==> config.mk <==
export PLATFORM = sky130hd
export DESIGN_NAME = ovf_buf_ctrl_flat
export DESIGN_NICKNAME = d
export VERILOG_FILES = /design/src/rtl/ovf_pkg.sv /design/src/rtl/ovf_buf_ctrl_if.sv /design/src/rtl/ovf_rr_arb2.sv /design/src/rtl/ovf_buf_ctrl.sv /design/src/flat_wrapper.sv
export SDC_FILE = /design/constraint.sdc
export NUM_CORES = 1
export LEC_CHECK = 0
export CORE_ASPECT_RATIO = 0.75
export CORE_MARGIN = 5
export CORE_UTILIZATION = 37
export DETAILED_ROUTE_END_ITERATION = 7
export HOLD_SLACK_MARGIN = 0.03
export PLACE_DENSITY = 0.84
export SLEW_MARGIN = 5
export SYNTH_ARGS = -nofsm -noshare
export SYNTH_HDL_FRONTEND = slang
export SYNTH_SLANG_ARGS = --single-unit
==> constraint.sdc <==
create_clock -name clk_i -period 9.7 [get_ports clk_i]
set_input_delay 2.91 -clock clk_i [delete_from_list [all_inputs] [get_ports clk_i]]
set_output_delay 2.91 -clock clk_i [all_outputs]
set_load 0.02 [all_outputs]
==> src/rtl/ovf_pkg.sv <==
// Shared types for the interval-buffer controller: FSM state encoding, record
// payload layout and default geometry.
package ovf_pkg;

  localparam int SIZE_DEF = 32;
  localparam int ADDR_W   = 32;
  localparam int CNT_W    = 6;

  typedef enum logic [1:0] {
    ST_IDLE,
    ST_WRITE,
    ST_CHECK,
    ST_CLEAR
  } state_t;

  typedef struct packed {
    logic [ADDR_W-1:0] first;
    logic [ADDR_W-1:0] last;
    logic              big;
  } rec_t;

endpackage

==> src/rtl/ovf_buf_ctrl_if.sv <==
// Request/lookup/buffer signal bundle for ovf_buf_ctrl; slave is the controller.
// Statistics signals exist only when OVF_BUF_CTRL_STATS_EN is defined.
interface ovf_buf_ctrl_if;
  import ovf_pkg::*;

  logic [1:0]             rec_valid_i;
  logic [1:0]             rec_ready_o;
  logic [1:0][ADDR_W-1:0] rec_first_i;
  logic [1:0][ADDR_W-1:0] rec_last_i;
  logic [1:0]             rec_big_i;
  logic                   chk_valid_i;
  logic                   chk_ready_o;
  logic [ADDR_W-1:0]      chk_addr_i;
  logic                   clr_req_i;
  logic                   buf_en_write_o;
  logic                   buf_rst_us_o;
  logic                   buf_is_big_o;
  logic [ADDR_W-1:0]      buf_addr_first_o;
  logic [ADDR_W-1:0]      buf_addr_last_o;
  logic [ADDR_W-1:0]      buf_find_addr_o;
  logic                   buf_in_range_i;
  logic                   buf_is_first_i;
  logic                   chk_done_o;
  logic                   chk_hit_o;
  logic                   chk_first_o;
  logic                   rec_err_o;
  logic [CNT_W-1:0]       entries_o;
  logic                   wrap_o;
`ifdef OVF_BUF_CTRL_STATS_EN
  logic [31:0]            stat_writes_o;
  logic [31:0]            stat_hits_o;
`endif

  modport slave (
    input  rec_valid_i, rec_first_i, rec_last_i, rec_big_i,
    input  chk_valid_i, chk_addr_i, clr_req_i,
    input  buf_in_range_i, buf_is_first_i,
    output rec_ready_o, chk_ready_o,
    output buf_en_write_o, buf_rst_us_o, buf_is_big_o,
    output buf_addr_first_o, buf_addr_last_o, buf_find_addr_o,
    output chk_done_o, chk_hit_o, chk_first_o,
    output rec_err_o, entries_o, wrap_o
`ifdef OVF_BUF_CTRL_STATS_EN
    , output stat_writes_o, stat_hits_o
`endif
  );

  modport master (
    output rec_valid_i, rec_first_i, rec_last_i, rec_big_i,
    output chk_valid_i, chk_addr_i, clr_req_i,
    output buf_in_range_i, buf_is_first_i,
    input  rec_ready_o, chk_ready_o,
    input  buf_en_write_o, buf_rst_us_o, buf_is_big_o,
    input  buf_addr_first_o, buf_addr_last_o, buf_find_addr_o,
    input  chk_done_o, chk_hit_o, chk_first_o,
    input  rec_err_o, entries_o, wrap_o
`ifdef OVF_BUF_CTRL_STATS_EN
    , input stat_writes_o, stat_hits_o
`endif
  );

endinterface

==> src/rtl/ovf_rr_arb2.sv <==
// Two-requester round-robin arbiter; the pointer flips away from whoever was
// last granted and only moves when a grant is actually issued.
module ovf_rr_arb2 (
  input  logic       clk,
  input  logic       rst,
  input  logic [1:0] req,
  input  logic       en,
  output logic [1:0] gnt
);

  logic pref_q;

  always_comb begin
    gnt = 2'b00;
    if (en) begin
      if (pref_q) begin
        if (req[1])      gnt = 2'b10;
        else if (req[0]) gnt = 2'b01;
      end else begin
        if (req[0])      gnt = 2'b01;
        else if (req[1]) gnt = 2'b10;
      end
    end
  end

  always_ff @(posedge clk or posedge rst) begin
    if (rst)         pref_q <= 1'b0;
    else if (gnt[0]) pref_q <= 1'b1;
    else if (gnt[1]) pref_q <= 1'b0;
  end

endmodule

==> src/rtl/ovf_buf_ctrl.sv <==
// Controller in front of an interval buffer: arbitrates record writes, lookups
// and clears. Define OVF_BUF_CTRL_STATS_EN to add write/hit counters.
module ovf_buf_ctrl
  import ovf_pkg::*;
#(
  parameter int SIZE = SIZE_DEF
) (
  input logic          clk_i,
  input logic          rst_i,
  ovf_buf_ctrl_if.slave bus
);

  state_t            state_q, state_d;
  rec_t              rec_sel, rec_p1;
  logic [ADDR_W-1:0] addr_p1;
  logic [1:0]        gnt;
  logic              clr_pend_q, err_q, done_q, hit_q, first_q, wrap_q;
  logic [CNT_W-1:0]  entries_q;
  logic              idle, clr_seen, rec_en, rec_take, rec_bad, chk_take;

  assign idle     = (state_q == ST_IDLE) & ~rst_i;
  assign clr_seen = bus.clr_req_i | clr_pend_q;
  assign chk_take = idle & ~clr_seen & bus.chk_valid_i;
  assign rec_en   = idle & ~clr_seen & ~bus.chk_valid_i;

  ovf_rr_arb2 u_arb (
    .clk (clk_i),
    .rst (rst_i),
    .req (bus.rec_valid_i),
    .en  (rec_en),
    .gnt (gnt)
  );

  always_comb begin
    rec_sel       = '0;
    rec_sel.first = gnt[1] ? bus.rec_first_i[1] : bus.rec_first_i[0];
    rec_sel.last  = gnt[1] ? bus.rec_last_i[1]  : bus.rec_last_i[0];
    rec_sel.big   = gnt[1] ? bus.rec_big_i[1]   : bus.rec_big_i[0];
  end

  assign rec_take = |gnt;
  assign rec_bad  = rec_sel.first > rec_sel.last;

  always_comb begin
    state_d = state_q;
    case (state_q)
      ST_IDLE: begin
        if (clr_seen)                 state_d = ST_CLEAR;
        else if (chk_take)            state_d = ST_CHECK;
        else if (rec_take && !rec_bad) state_d = ST_WRITE;
      end
      ST_WRITE: state_d = ST_IDLE;
      ST_CHECK: state_d = ST_IDLE;
      ST_CLEAR: state_d = ST_IDLE;
      default:  state_d = ST_IDLE;
    endcase
  end

  // p0 -> p1: accepted request captured; lookup results sampled at end of CHECK
  always_ff @(posedge clk_i or posedge rst_i) begin
    if (rst_i) begin
      state_q    <= ST_IDLE;
      rec_p1     <= '0;
      addr_p1    <= '0;
      clr_pend_q <= 1'b0;
      err_q      <= 1'b0;
      done_q     <= 1'b0;
      hit_q      <= 1'b0;
      first_q    <= 1'b0;
      entries_q  <= '0;
      wrap_q     <= 1'b0;
    end else begin
      state_q <= state_d;
      err_q   <= rec_take & rec_bad;
      done_q  <= (state_q == ST_CHECK);
      if (rec_take) rec_p1  <= rec_sel;
      if (chk_take) addr_p1 <= bus.chk_addr_i;
      // A clear that shows up mid-operation must survive until IDLE
      if (state_q == ST_CLEAR)
        clr_pend_q <= 1'b0;
      else if (bus.clr_req_i && (state_q == ST_WRITE || state_q == ST_CHECK))
        clr_pend_q <= 1'b1;
      case (state_q)
        ST_CHECK: begin
          hit_q   <= bus.buf_in_range_i;
          first_q <= bus.buf_is_first_i;
        end
        ST_WRITE: begin
          if (entries_q == CNT_W'(SIZE)) wrap_q <= 1'b1;
          else                           entries_q <= entries_q + 1'b1;
        end
        ST_CLEAR: begin
          entries_q <= '0;
          wrap_q    <= 1'b0;
        end
        default: ;
      endcase
    end
  end

`ifdef OVF_BUF_CTRL_STATS_EN
  logic [31:0] stat_wr_q, stat_hit_q;

  function automatic logic [31:0] sat_inc32(input logic [31:0] v);
    return (v == 32'hFFFF_FFFF) ? v : v + 32'd1;
  endfunction

  always_ff @(posedge clk_i or posedge rst_i) begin
    if (rst_i) begin
      stat_wr_q  <= '0;
      stat_hit_q <= '0;
    end else if (state_q == ST_CLEAR) begin
      stat_wr_q  <= '0;
      stat_hit_q <= '0;
    end else begin
      if (state_q == ST_WRITE) stat_wr_q <= sat_inc32(stat_wr_q);
      if (state_q == ST_CHECK && bus.buf_in_range_i) stat_hit_q <= sat_inc32(stat_hit_q);
    end
  end

  assign bus.stat_writes_o = stat_wr_q;
  assign bus.stat_hits_o   = stat_hit_q;
`endif

  assign bus.rec_ready_o      = gnt;
  assign bus.chk_ready_o      = chk_take;
  assign bus.buf_en_write_o   = (state_q == ST_WRITE);
  assign bus.buf_rst_us_o     = (state_q == ST_CLEAR);
  assign bus.buf_is_big_o     = rec_p1.big;
  assign bus.buf_addr_first_o = rec_p1.first;
  assign bus.buf_addr_last_o  = rec_p1.last;
  assign bus.buf_find_addr_o  = addr_p1;
  assign bus.chk_done_o       = done_q;
  assign bus.chk_hit_o        = hit_q;
  assign bus.chk_first_o      = first_q;
  assign bus.rec_err_o        = err_q;
  assign bus.entries_o        = entries_q;
  assign bus.wrap_o           = wrap_q;

endmodule

==> src/flat_wrapper.sv <==
// flat-port wrapper written by rule: the top's interface ports become plain ports
module ovf_buf_ctrl_flat import ovf_pkg::*;
#(
  parameter int SIZE = SIZE_DEF
)
  (clk_i, rst_i, bus_rec_valid_i, bus_rec_first_i, bus_rec_last_i, bus_rec_big_i, bus_chk_valid_i, bus_chk_addr_i, bus_clr_req_i, bus_buf_in_range_i, bus_buf_is_first_i, bus_rec_ready_o, bus_chk_ready_o, bus_buf_en_write_o, bus_buf_rst_us_o, bus_buf_is_big_o, bus_buf_addr_first_o, bus_buf_addr_last_o, bus_buf_find_addr_o, bus_chk_done_o, bus_chk_hit_o, bus_chk_first_o, bus_rec_err_o, bus_entries_o, bus_wrap_o);
  ovf_buf_ctrl_if bus_i ();
  input logic clk_i;
  input logic rst_i;
  input wire logic [$bits(bus_i.rec_valid_i)-1:0] bus_rec_valid_i;
  input wire logic [$bits(bus_i.rec_first_i)-1:0] bus_rec_first_i;
  input wire logic [$bits(bus_i.rec_last_i)-1:0] bus_rec_last_i;
  input wire logic [$bits(bus_i.rec_big_i)-1:0] bus_rec_big_i;
  input wire logic [$bits(bus_i.chk_valid_i)-1:0] bus_chk_valid_i;
  input wire logic [$bits(bus_i.chk_addr_i)-1:0] bus_chk_addr_i;
  input wire logic [$bits(bus_i.clr_req_i)-1:0] bus_clr_req_i;
  input wire logic [$bits(bus_i.buf_in_range_i)-1:0] bus_buf_in_range_i;
  input wire logic [$bits(bus_i.buf_is_first_i)-1:0] bus_buf_is_first_i;
  output wire logic [$bits(bus_i.rec_ready_o)-1:0] bus_rec_ready_o;
  output wire logic [$bits(bus_i.chk_ready_o)-1:0] bus_chk_ready_o;
  output wire logic [$bits(bus_i.buf_en_write_o)-1:0] bus_buf_en_write_o;
  output wire logic [$bits(bus_i.buf_rst_us_o)-1:0] bus_buf_rst_us_o;
  output wire logic [$bits(bus_i.buf_is_big_o)-1:0] bus_buf_is_big_o;
  output wire logic [$bits(bus_i.buf_addr_first_o)-1:0] bus_buf_addr_first_o;
  output wire logic [$bits(bus_i.buf_addr_last_o)-1:0] bus_buf_addr_last_o;
  output wire logic [$bits(bus_i.buf_find_addr_o)-1:0] bus_buf_find_addr_o;
  output wire logic [$bits(bus_i.chk_done_o)-1:0] bus_chk_done_o;
  output wire logic [$bits(bus_i.chk_hit_o)-1:0] bus_chk_hit_o;
  output wire logic [$bits(bus_i.chk_first_o)-1:0] bus_chk_first_o;
  output wire logic [$bits(bus_i.rec_err_o)-1:0] bus_rec_err_o;
  output wire logic [$bits(bus_i.entries_o)-1:0] bus_entries_o;
  output wire logic [$bits(bus_i.wrap_o)-1:0] bus_wrap_o;
  assign bus_i.rec_valid_i = bus_rec_valid_i;
  assign bus_i.rec_first_i = bus_rec_first_i;
  assign bus_i.rec_last_i = bus_rec_last_i;
  assign bus_i.rec_big_i = bus_rec_big_i;
  assign bus_i.chk_valid_i = bus_chk_valid_i;
  assign bus_i.chk_addr_i = bus_chk_addr_i;
  assign bus_i.clr_req_i = bus_clr_req_i;
  assign bus_i.buf_in_range_i = bus_buf_in_range_i;
  assign bus_i.buf_is_first_i = bus_buf_is_first_i;
  assign bus_rec_ready_o = bus_i.rec_ready_o;
  assign bus_chk_ready_o = bus_i.chk_ready_o;
  assign bus_buf_en_write_o = bus_i.buf_en_write_o;
  assign bus_buf_rst_us_o = bus_i.buf_rst_us_o;
  assign bus_buf_is_big_o = bus_i.buf_is_big_o;
  assign bus_buf_addr_first_o = bus_i.buf_addr_first_o;
  assign bus_buf_addr_last_o = bus_i.buf_addr_last_o;
  assign bus_buf_find_addr_o = bus_i.buf_find_addr_o;
  assign bus_chk_done_o = bus_i.chk_done_o;
  assign bus_chk_hit_o = bus_i.chk_hit_o;
  assign bus_chk_first_o = bus_i.chk_first_o;
  assign bus_rec_err_o = bus_i.rec_err_o;
  assign bus_entries_o = bus_i.entries_o;
  assign bus_wrap_o = bus_i.wrap_o;
  ovf_buf_ctrl #(.SIZE(SIZE)) u_core (.clk_i(clk_i), .rst_i(rst_i), .bus(bus_i));
endmodule
==> metrics.txt <==
status complete, no violations; worst slew pin tran ~1 ns; CP Launch Type input pin; multi-input logic area roughly 2800 µm²; period utilization between 80 and 90%; DR vias/cell roughly 4.8; vias 4928; number of flops mapped to enable cells by yosys 0; fillcell total 1298; core box area about 15000 µm²; RSZ-0062 raised after global routing no; Die Area 18220 µm²; Final setup viols 0; RR Endpoint u_core.state_q[1]; drt initial violations 242; I/O pin cnt approximately 280; grt ovf 0; drt pass-1 iters 4; CTS resizes 0; Slowest-stage cell, CP clkdlybuf4s50_1; CP arrival 5.38 ns; gp weighted congestion 0.8271; Nets roughly 1000; HP Class reg2reg; launching point of the worst reg2reg path u_core.state_q[0]; ys flop type dfrtp_1; cell breakdown of the critical path clkdlybuf4s50_1 > nor3b_4 > nor3b_4 > nand3_4 > inv_1 > clkdlybuf4s50_1; Fin Setup TNS 0 ns; # port buffers 282; H-tree depth 3; area occupied by registers 2803 µm²; remaining antenna violation count after routing 0; final critical-path required period just over 8 ns; Die Wd 154.2 µm; Ys Warns 0; chip height about 120 µm; root buffer cell clkbuf_16; Syn-to-layout area delta 57.76%; hpwl dp 14050 µm; Slew HR roughly a third; total track usage roughly a fifth; worst skew pair latency around 0.35 ns; Final Skew 0.006631 ns; largest net degree at the start of global routing 103; Power Density 253.1 nW/µm²; DR DRC count 0; clock tree buffer depth 2; Worst VDD drop 0.1357 mV; worst-path maximum fanout 25; final core utilization 59.61%; routed len/inst around 17 µm; Clock transition at path regs roughly 0.070 ns; TritonCTS clock tree yes; Worst path depth 6; Synth Net Count 754; CP startpoint bus_clr_req_i; number of global-route vias before repair roughly 5200; Cell variety after synth 42; delay-heaviest family, CP buffers and inverters; critical path class in2out; Post-CTS Setup Repair Bufs 0; Antenna diodes 0; first-pass GRT wire length 28170 µm; #FFs+latches synth around 110; share of layout cells above drive strength 1 11.17%; initial antenna violation count 0; Mapped Cells 545; Critical Path RT around 6.8 ns; Mapped Area ~5800 µm²; total CTS buffers 9; Final Max Tran Viols 0; R2R depth 14; Total Power roughly 2.3 mW; Peak Freq 0.1206 GHz; leakage power ~4.2 nW; placed cell area between 8000 and 9000 µm²; Hold WS 0.4771 ns; row cnt 39; max capacitance violation total 0; max incr delay on CP roughly 0.62 ns; Async S/R FF share, synth 100.0%; # clock sinks 112; sequential share of the synthesized area between 40% and 50%; Setup crit end kind output pin; cell area after layout about 9100 µm²; Initial Utilization 37.78%; Buffers & Inverters on Critical Path 3; count of final hold-check violations 0; Hold Path Depth 2; Hold-fix buffers, CTS 0; drt total wl 17730 µm; crit path capture bus_rec_ready_o[1]; syn_area_per_cell 10.59 µm²; R2R setup slack 4.93 ns
[flip-flops by register name (all words and copies together) (netlist names)]
name / cells
u_core.bus.buf_is_big_o: 1
u_core.bus.buf_addr_last_o: 32
u_core.bus.chk_hit_o: 1
u_core.bus.chk_first_o: 1
u_core.bus.wrap_o: 1
u_core.bus.entries_o: 6
u_core.u_arb.pref_q: 1
u_core.bus.buf_addr_first_o: 32
u_core.bus.chk_done_o: 1
u_core.bus.buf_find_addr_o: 32
u_core.state_q: 2
u_core.clr_pend_q: 1
u_core.bus.rec_err_o: 1
[Yosys cell counts (all sizes together) (8+ instances only)]
| cell type | number | share of area, % |
|---|---|---|
| nand3 | 9 | 0.78 |
| mux2 | 67 | 13 |
| nand4 | 8 | 0.87 |
| dfrtp | 112 | 49 |
| buf | 9 | 0.98 |
| a21oi | 15 | 1.3 |
| nand2 | 139 | 9.0 |
| clkbuf | 15 | 0.98 |
| mux2i | 32 | 5.6 |
| inv | 11 | 0.72 |
| ha | 39 | 8.5 |
| nor2 | 13 | 0.85 |
| o21ai | 41 | 3.6 |
[through the flow]
stage	setup slack, ns	cells
final	1.406	1029
after global routing	1.226	1029
after CTS	1.370	1029
after detailed placement	1.380	1013
after global placement	1.449	1013
after floorplan	0.08539	545
[cell families after synthesis]
family | synth area share [%]
muxes | 18.95
and+or+nand+nor | 13.21
xor gates and xnor gates | 0.6072
adders and majority gates | 8.456
buffers and inverters | 2.732
DFF | 48.57
AOI/OAI and AO/OA | 7.481
[cells in the final DEF, fill, tap and decap left out, types with 2 or more instances in the layout]
master and count:
clkbuf_16 9, clkinvlp_4 2, o211ai_1 2, xor2_1 2, nor3_1 2, xnor2_1 2, inv_6 2, mux2_4 5
a211oi_1 2, mux2i_1 32, nor4_1 2, ha_1 39, dfrtp_1 112, nand3_1 8, and4_1 2, nor3b_4 2
buf_4 5, o2111ai_1 2, nor2_1 13, clkdlybuf4s50_1 282, inv_1 10, nand2_1 139, nand4_1 8, a21o_1 2
o21ai_0 40, a21oi_1 15, mux2_2 62
[metal layers]
layer  up-vias  track usage [%]  share of wire (%)
met2       163            31.54                 48
met5         -                0                  0
met1      2293            24.31                 43
li1       2446                -                  -
met4         0            5.019                2.0
met3        26            6.065                7.2
[layout make-up]
class	count	share of cell area (%)
clock inverter	6	0.8109
sequential	112	30.79
timing repair buffer	287	31.42
tap	205	2.817
inverter	12	0.5223
multi-input combinational	397	31.13
clock buffer	10	2.515
[worst register-to-register path: stages (launching register included)]
cell	delay, ns
dfrtp_1	0.43
inv_1	0.13
ha_1	0.16
nor3b_4	0.33
nor3b_4	0.42
nand3_4	0.41
buf_4	0.49
mux2_2	0.41
ha_1	0.33
nand4_1	0.16
nor4_1	0.57
a21boi_0	0.29
o31a_1	0.22
o21ai_0	0.14
o211ai_1	0.20
[how the worst min path moves through the flow]
stage / end / startpoint / slack [ns]
final: u_core.bus.buf_find_addr_o[14] / u_core.bus.buf_find_addr_o[14] / 0.48
after CTS: u_core.bus.buf_find_addr_o[9] / u_core.bus.buf_find_addr_o[9] / 0.48
after global placement: u_core.bus.buf_find_addr_o[9] / u_core.bus.buf_find_addr_o[9] / 0.46
after detailed placement: u_core.bus.buf_find_addr_o[9] / u_core.bus.buf_find_addr_o[9] / 0.46
after floorplan: u_core.u_arb.pref_q / u_core.u_arb.pref_q / 0.47
after global routing: u_core.bus.buf_find_addr_o[13] / u_core.bus.buf_find_addr_o[13] / 0.50
[report_power, final]
| group | switching, mW | total [mW] | internal (mW) |
|---|---|---|---|
| registers | 0.120 | 0.799 | 0.678 |
| logic | 0.559 | 1.12 | 0.564 |
| clock network | 0.179 | 0.383 | 0.204 |
| total | 0.858 | 2.30 | 1.45 |
Note: power is estimated with default switching activity, not from simulation.
